File: config.mk
export PLATFORM = sky130hd
export DESIGN_NAME = interrupt_acknowledge_sequencer
export DESIGN_NICKNAME = d
export VERILOG_FILES = /design/src/rtl/interrupt_acknowledge_sequencer.sv
export SDC_FILE = /design/constraint.sdc
export NUM_CORES = 1
export LEC_CHECK = 0
export ABC_AREA = 1
export CAP_MARGIN = 20
export CORE_AREA = 2 2 39 41
export DETAILED_ROUTE_END_ITERATION = 10
export DIE_AREA = 0 0 41 43
export DONT_BUFFER_PORTS = 1
export PLACE_DENSITY = 0.73
export SYNTH_ARGS = -nofsm -noshare
export SYNTH_HDL_FRONTEND = slang
export SYNTH_SLANG_ARGS = --single-unit
File: constraint.sdc
create_clock -name clock -period 2.6 [get_ports clock]
set_clock_uncertainty 0.15 [all_clocks]
set_input_delay 0 -clock clock [delete_from_list [all_inputs] [get_ports clock]]
set_output_delay 0 -clock clock [all_outputs]
set_load 0.005 [all_outputs]
File: src/rtl/interrupt_acknowledge_sequencer.sv
// 8259A acknowledge control-state engine: follows INTA pulses and poll reads. ACK_SEQUENCE_TIMEOUT_EN adds an abort timer.
// Latency: the state and the strobes are registered one clock after the qualifying edge is sampled.
// Backpressure: none. Every event is a one-cycle strobe, consumed in the cycle it is sampled.
module interrupt_acknowledge_sequencer #(
    parameter int TIMEOUT_CYCLES = 255,
    parameter int TIMEOUT_WIDTH  = 8
) (
    input  logic       clock,
    input  logic       reset_n,
    input  logic       interrupt_acknowledge_n,
    input  logic       u8086_or_mcs80_config,
    input  logic       write_initial_command_word_1,
    input  logic       poll_command,
    input  logic       read,
    input  logic [7:0] highest_level_in_request,
    output logic [2:0] control_state,
    output logic [7:0] interrupt_when_ack1,
    output logic       latch_in_service,
    output logic       end_of_acknowledge_sequence,
    output logic       end_of_poll_command,
    output logic       ack_timeout
);

    typedef enum logic [2:0] {
        READY = 3'b000,
        ACK1  = 3'b001,
        ACK2  = 3'b010,
        ACK3  = 3'b011,
        POLL  = 3'b100
    } state_t;

    if ((64'd1 << TIMEOUT_WIDTH) <= 64'(TIMEOUT_CYCLES)) begin : g_width_check
        $error("TIMEOUT_WIDTH too narrow for TIMEOUT_CYCLES");
    end

    state_t state;
    logic   prev_inta;
    logic   prev_read;
    logic   nedge;
    logic   pedge;
    logic   read_fall;
    logic   in_ack;
    logic   timeout_hit;

    assign nedge     = prev_inta & ~interrupt_acknowledge_n;
    assign pedge     = ~prev_inta & interrupt_acknowledge_n;
    assign read_fall = prev_read & ~read;
    assign in_ack    = (state == ACK1) || (state == ACK2) || (state == ACK3);

    assign control_state = state;

`ifdef ACK_SEQUENCE_TIMEOUT_EN
    localparam logic [TIMEOUT_WIDTH-1:0] TIMEOUT_LAST = TIMEOUT_WIDTH'(TIMEOUT_CYCLES - 1);

    logic [TIMEOUT_WIDTH-1:0] timeout_cnt;

    // Any INTA edge restarts the wait, and it also outranks a timeout that lands in the same cycle.
    assign timeout_hit = in_ack && !nedge && !pedge && (timeout_cnt == TIMEOUT_LAST);

    always_ff @(posedge clock) begin
        if (!reset_n) begin
            timeout_cnt <= '0;
        end else if (!in_ack || nedge || pedge || write_initial_command_word_1) begin
            timeout_cnt <= '0;
        end else begin
            timeout_cnt <= timeout_cnt + 1'b1;
        end
    end
`else
    assign timeout_hit = 1'b0;
`endif

    always_ff @(posedge clock) begin
        if (!reset_n) begin
            state                       <= READY;
            prev_inta                   <= 1'b1;
            prev_read                   <= 1'b0;
            interrupt_when_ack1         <= 8'h00;
            latch_in_service            <= 1'b0;
            end_of_acknowledge_sequence <= 1'b0;
            end_of_poll_command         <= 1'b0;
            ack_timeout                 <= 1'b0;
        end else begin
            prev_inta                   <= interrupt_acknowledge_n;
            prev_read                   <= read;
            latch_in_service            <= 1'b0;
            end_of_acknowledge_sequence <= 1'b0;
            end_of_poll_command         <= 1'b0;
            ack_timeout                 <= 1'b0;

            if (write_initial_command_word_1) begin
                state               <= READY;
                interrupt_when_ack1 <= 8'h00;
            end else if (timeout_hit) begin
                state               <= READY;
                interrupt_when_ack1 <= 8'h00;
                ack_timeout         <= 1'b1;
            end else begin
                case (state)
                    READY: begin
                        // An INTA falling edge outranks a poll request in the same cycle.
                        if (nedge) begin
                            state               <= ACK1;
                            interrupt_when_ack1 <= highest_level_in_request;
                            latch_in_service    <= 1'b1;
                        end else if (poll_command) begin
                            state <= POLL;
                        end
                    end
                    ACK1: begin
                        if (nedge) begin
                            state <= ACK2;
                        end
                    end
                    ACK2: begin
                        if (u8086_or_mcs80_config) begin
                            if (pedge) begin
                                state                       <= READY;
                                interrupt_when_ack1         <= 8'h00;
                                end_of_acknowledge_sequence <= 1'b1;
                            end
                        end else if (nedge) begin
                            state <= ACK3;
                        end
                    end
                    ACK3: begin
                        if (pedge) begin
                            state                       <= READY;
                            interrupt_when_ack1         <= 8'h00;
                            end_of_acknowledge_sequence <= 1'b1;
                        end
                    end
                    POLL: begin
                        // The polled level is marked in service once the read that returned it completes.
                        if (read_fall) begin
                            state               <= READY;
                            interrupt_when_ack1 <= 8'h00;
                            end_of_poll_command <= 1'b1;
                            latch_in_service    <= 1'b1;
                        end
                    end
                    default: begin
                        state               <= READY;
                        interrupt_when_ack1 <= 8'h00;
                    end
                endcase
            end
        end
    end

endmodule

-- Word level (Yosys, flattened, before mapping)
Cells that the tools add are included.
- register bits: 16
- word-level logic and storage cells: 50
- output and inout bits: 15
- input port bits: 15
- bitwise gates (word level): 9
- reduce and logical (&&, ||, !) cells: 5
- equal/unequal tests: 10
- multiplexer cells: 19
- operator list (kind ; count):
    case mux 8 bit (5 select lines) ; 1
    2-to-1 mux 8 bit ; 4
    2-to-1 mux 3 bit ; 7
    case mux 3 bit (5 select lines) ; 1
    != test 2 bit (second input constant) ; 4
    AND reduction 4 bit ; 2
    equality test 3 x 2 -> 1 bit (second input constant) ; 2
    != test 3 bit (second input constant) ; 2
    NOT 1 bit ; 6
    2-to-1 mux 1 bit ; 4
    case mux 1 bit (2 select lines) ; 2
    bitwise AND 1 bit ; 3
    equality test 3 x 1 -> 1 bit (second input constant) ; 1
    equality test 3 bit (second input constant) ; 1
    logical NOT 3 bit ; 1
    OR reduction 3 bit ; 1
    OR reduction 2 bit ; 1

-- Depth between registers and ports, before layout
- depth after elaboration: 5
- depth in mapped cells: 9
- gate-level depth less buffers: 9

-- Worst setup path after synthesis
Ideal clock, no wire load.
- path kind: register to register
- from: register state[0] (netlist: control_state[0])
- to: register interrupt_when_ack1[0]
- stages on the path, launching flop included: 9
- library setup time: 0.116 ns
- clock period less this slack: 1.379 ns
- slack: 1.221 ns
- required time: 2.334 ns
- arrival time: 1.114 ns
- path buffers: 0
- cell sequence: dfxtp_1 nor2_2 nand2_4 nor2_2 nor2_2 nand2_2 inv_4 nor2_1 nor2_1
- word-level cells in the longest chain between the ends: 3
- elaborated cells between the ends (all ways): 11
- classes of those cells: eq/ne: 7; mux: 1; bitwise: 1; reduce/logical: 2
- ends and longest elaborated chain (what ; line ; text):
    start: declaration ; 36 ; state_t state;
    start signal: assignment ; 75 ; state <= READY;
    start signal: assignment ; 92 ; state <= READY;
    start signal: assignment ; 95 ; state <= READY;
    equality test 3 bit (tied with other cells) ; 99 ; case (state)
    != test 2 bit (no source line) or NOT 1 bit (tied branches) ; -- ;
    AND reduction 4 bit (no source line) ; -- ;
    end signal: assignment ; 104 ; interrupt_when_ack1 <= highest_level_in_request;
    end: declaration ; 17 ; output logic [7:0] interrupt_when_ack1,
Parallel ways exist; a longest one is shown, timed or not.
A chain may end at the register's enable or synchronous reset.

-- Worst setup path in the final report
- from: register state[0] (netlist: control_state[0])
- to: register state[1] (netlist: control_state[1])
- word-level cells in the longest chain between the ends: 3
- elaborated cells between the ends (all ways): 11
- classes of those cells: eq/ne: 8; mux: 1; reduce/logical: 2
- ends and longest elaborated chain (what ; line):
    equality test 3 x 2 -> 1 bit (tied with other cells) ; 99
    != test 3 bit (no source line) or != test 2 bit (tied branches) ; --
    AND reduction 4 bit (no source line) ; --
Parallel ways exist; a longest one is shown, timed or not.

==> run metrics <==
share of total power in sequential cells=0.505; most common flop cell mapped by yosys=sky130_fd_sc_hd__dfxtp_1; clock tree from TritonCTS=built; synthesis-to-finish area growth=28.6%; measured slew at the worst slew-check pin=0.499 ns; total half-perimeter wirelength after legalization and detailed placement=1160 µm; max capacitance violation total=0; number of warnings issued by yosys=0; clock sink count=16; average wire per standard cell=10.5 µm; global routing usage summed across all routing layers=0.220; Clock Tree Buf Depth=2; biggest area contributors in the synthesized netlist=sky130_fd_sc_hd__dfxtp_1, sky130_fd_sc_hd__nor2_1, sky130_fd_sc_hd__nand2_1; area of the die=1760 µm²; chip width=41 µm; cell internal pwr=0.000387 W; Post-CTS Setup Bufs=0; Crit. End Element=flip-flop; final WL=1620 µm; main combinational cell family by area after synthesis=simple AND/OR/NAND/NOR gates; RSZ-0062 raised after global routing=no; data required time of the worst path=2.68 ns; IO Count=30; Pre-Repair DR Iteration Count=4; Slew HR=0.666; final hold violations=0; ratio of final minimum period to clock period=0.777; power density over the cells=545 nW/µm²; total count of max-transition violations in the final report=0; total met2 wirelength after detailed routing=790 µm; maximum fanout encountered on the critical timing path=10; starting density of the core=0.552; num rows=14; clock group share of total power=0.301; antenna violations before repair=0; post-synth cell types=16; ys async rst share=0; average cell area after synthesis=6.48 µm²; timing-limited maximum frequency=0.495 GHz; routability-driven placement congestion ratio=0.845; Final Worst Setup Slack=0.580 ns; total setup violations reported at the end of the flow=0; core outline area=1380 µm²; sequential fraction of the synthesis area=0.419; element type at the critical path start=flip-flop; number of DRC markers after the initial detailed-route iteration=16; fraction of the mapped netlist area in compound gates=0.0867; Post-synth EDFFs=0; final core utilization=0.711; minimum clock period after layout=2.02 ns; share of synthesized area spent on multiplexers=0; Final TNS setup=0 ns; Clock Root Buffer=sky130_fd_sc_hd__clkbuf_4; portion of synthesized cell area occupied by the leading cell type=0.419; synthesized netlist net count=133; insertion delay to the later sink of the worst-skew pair=0.28 ns; met3 layer wire length in the routed design=84 µm; category of the most critical setup path=reg2reg; static leakage=0.495 nW; relative contribution of combinational cells to total power=0.195; wire length of the first global-routing pass=2640 µm; mapped cell area=764 µm²; DRC violations left=0; path category of the worst min-delay check=in2reg; power after layout=0.000536 W; Die Y-Extent=43 µm; layout cell share with drive strength beyond 1=0.0942; most frequent cells after synthesis=sky130_fd_sc_hd__nor2_1, sky130_fd_sc_hd__nand2_1, sky130_fd_sc_hd__inv_1; via count=746; count of inserted antenna diode cells=0; setup slack at placement=1.06 ns; arithmetic-cell share of the synthesized area counting full adders, half adders and majority gates=0; drt via density=4.84; worst supply voltage drop on vdd=0.352 mV; antenna violation net count after detailed routing=0; critical path arrival=2.10 ns; Port-buffer cells=0; H-tree levels=1; clock-pin slew of the registers on the worst-case setup and hold paths=0.09 ns; TritonCTS Buffers=3; highest layer used for signal routing=met4; cell taking the most area after synthesis=sky130_fd_sc_hd__dfxtp_1; post-synthesis share of cell area spent on and, or, nand and nor gates=0.373; Mapped Cells=118; xor and xnor fraction of the mapped netlist area=0; Sw Share=0.278; result of the run=finished clean; most frequent cell after synthesis=sky130_fd_sc_hd__nor2_1; largest net degree at the start of global routing=11; flops & latches, synth=16; number of global-route vias before repair=731; Metal-1 WL=673 µm; net switching power of the design=0.000149 W; Final nets=154; final global-route overflow total=0
## metal layers
metal | up-vias | global-route usage
li1 | 401 | -
met3 | 9 | 0.0419
met4 | 0 | 0.180
met2 | 24 | 0.353
met5 | - | 0
met1 | 312 | 0.229
## stage by stage
step | hold WS [ns] | cells | area, µm²
2_1_floorplan | -0.0812 | 118 | 764
3_3_place_gp | -0.0774 | 133 | 777
3_5_place_dp | -0.0721 | 133 | 777
4_1_cts | 0.218 | 154 | 983
5_1_grt | 0.258 | 154 | 983
6_report | 0.243 | 154 | 983
## flip-flops by register name, summed over array words and instances (netlist names)
name                         flops
latch_in_service                 1
interrupt_when_ack1              8
prev_read                        1
prev_inta                        1
end_of_poll_command              1
end_of_acknowledge_sequence      1
control_state                    3
## path summary, 6_finish.rpt
check / from / endpoint / slack (ns) / cells past startpoint
worst max-delay path: control_state[0] / control_state[1] / 0.58 / 9
worst min-delay path: read / prev_read / 0.24 / 3
worst max register to register: control_state[0] / control_state[1] / 0.58 / 9
worst min register to register: interrupt_when_ack1[5] / interrupt_when_ack1[5] / 0.36 / 2
## layout make-up
type,instances,area [µm²]
Fill cell,121,400
Inverter,21,81.3
Timing Repair Buffer,17,170
Sequential cell,16,320
Tap cell,16,20.0
Multi-Input combinational cell,80,355
Clock buffer,4,36.3
## critical path, cell delays in order (launching register included)
cell and delay, ns:
sky130_fd_sc_hd__dfxtp_1 0.48, sky130_fd_sc_hd__nor2_2 0.11, sky130_fd_sc_hd__nand2_4 0.13, sky130_fd_sc_hd__inv_1 0.07
sky130_fd_sc_hd__nand2_1 0.07, sky130_fd_sc_hd__nand2_1 0.05, sky130_fd_sc_hd__nor2_1 0.17, sky130_fd_sc_hd__nand2_1 0.07
sky130_fd_sc_hd__a21oi_1 0.11, sky130_fd_sc_hd__dlygate4sd3_1 0.55
## power by group through the flow
stage	Clock (W)	Combinational [W]	Sequential, W
detailed placement	0	0.0000838	0.000277
global placement	0	0.0000819	0.000276
floorplan	0	0.0000720	0.000274
global route	0.000175	0.000119	0.000273
CTS	0.000165	0.000103	0.000271
finish	0.000161	0.000104	0.000270
## placed cells by master (no fill, tap or decap), drive strengths merged, types with 4 or more instances in the layout
| cell | synthesis | final |
|---|---|---|
| dlygate4sd3 | 0 | 17 |
| dfxtp | 16 | 16 |
| o21ai | 8 | 8 |
| nand2 | 23 | 23 |
| nor2 | 35 | 35 |
| nand3 | 6 | 6 |
| inv | 21 | 21 |
| a21oi | 4 | 4 |
| clkbuf | 0 | 4 |
## what timing repair did
action                                  CTS  global route
hold buffers                             17             0
endpoints found under the hold margin    16             0
endpoints found under the setup margin    0             0
gates resized for setup                   0             0
## cells by family after synthesis
| group | Yosys count |
|---|---|
| other | 1 |
| DFF | 16 |
| and+or+nand+nor | 66 |
| buffers and inverters | 22 |
| AOI/OAI and AO/OA | 13 |
(Power assumes the default switching activity.)
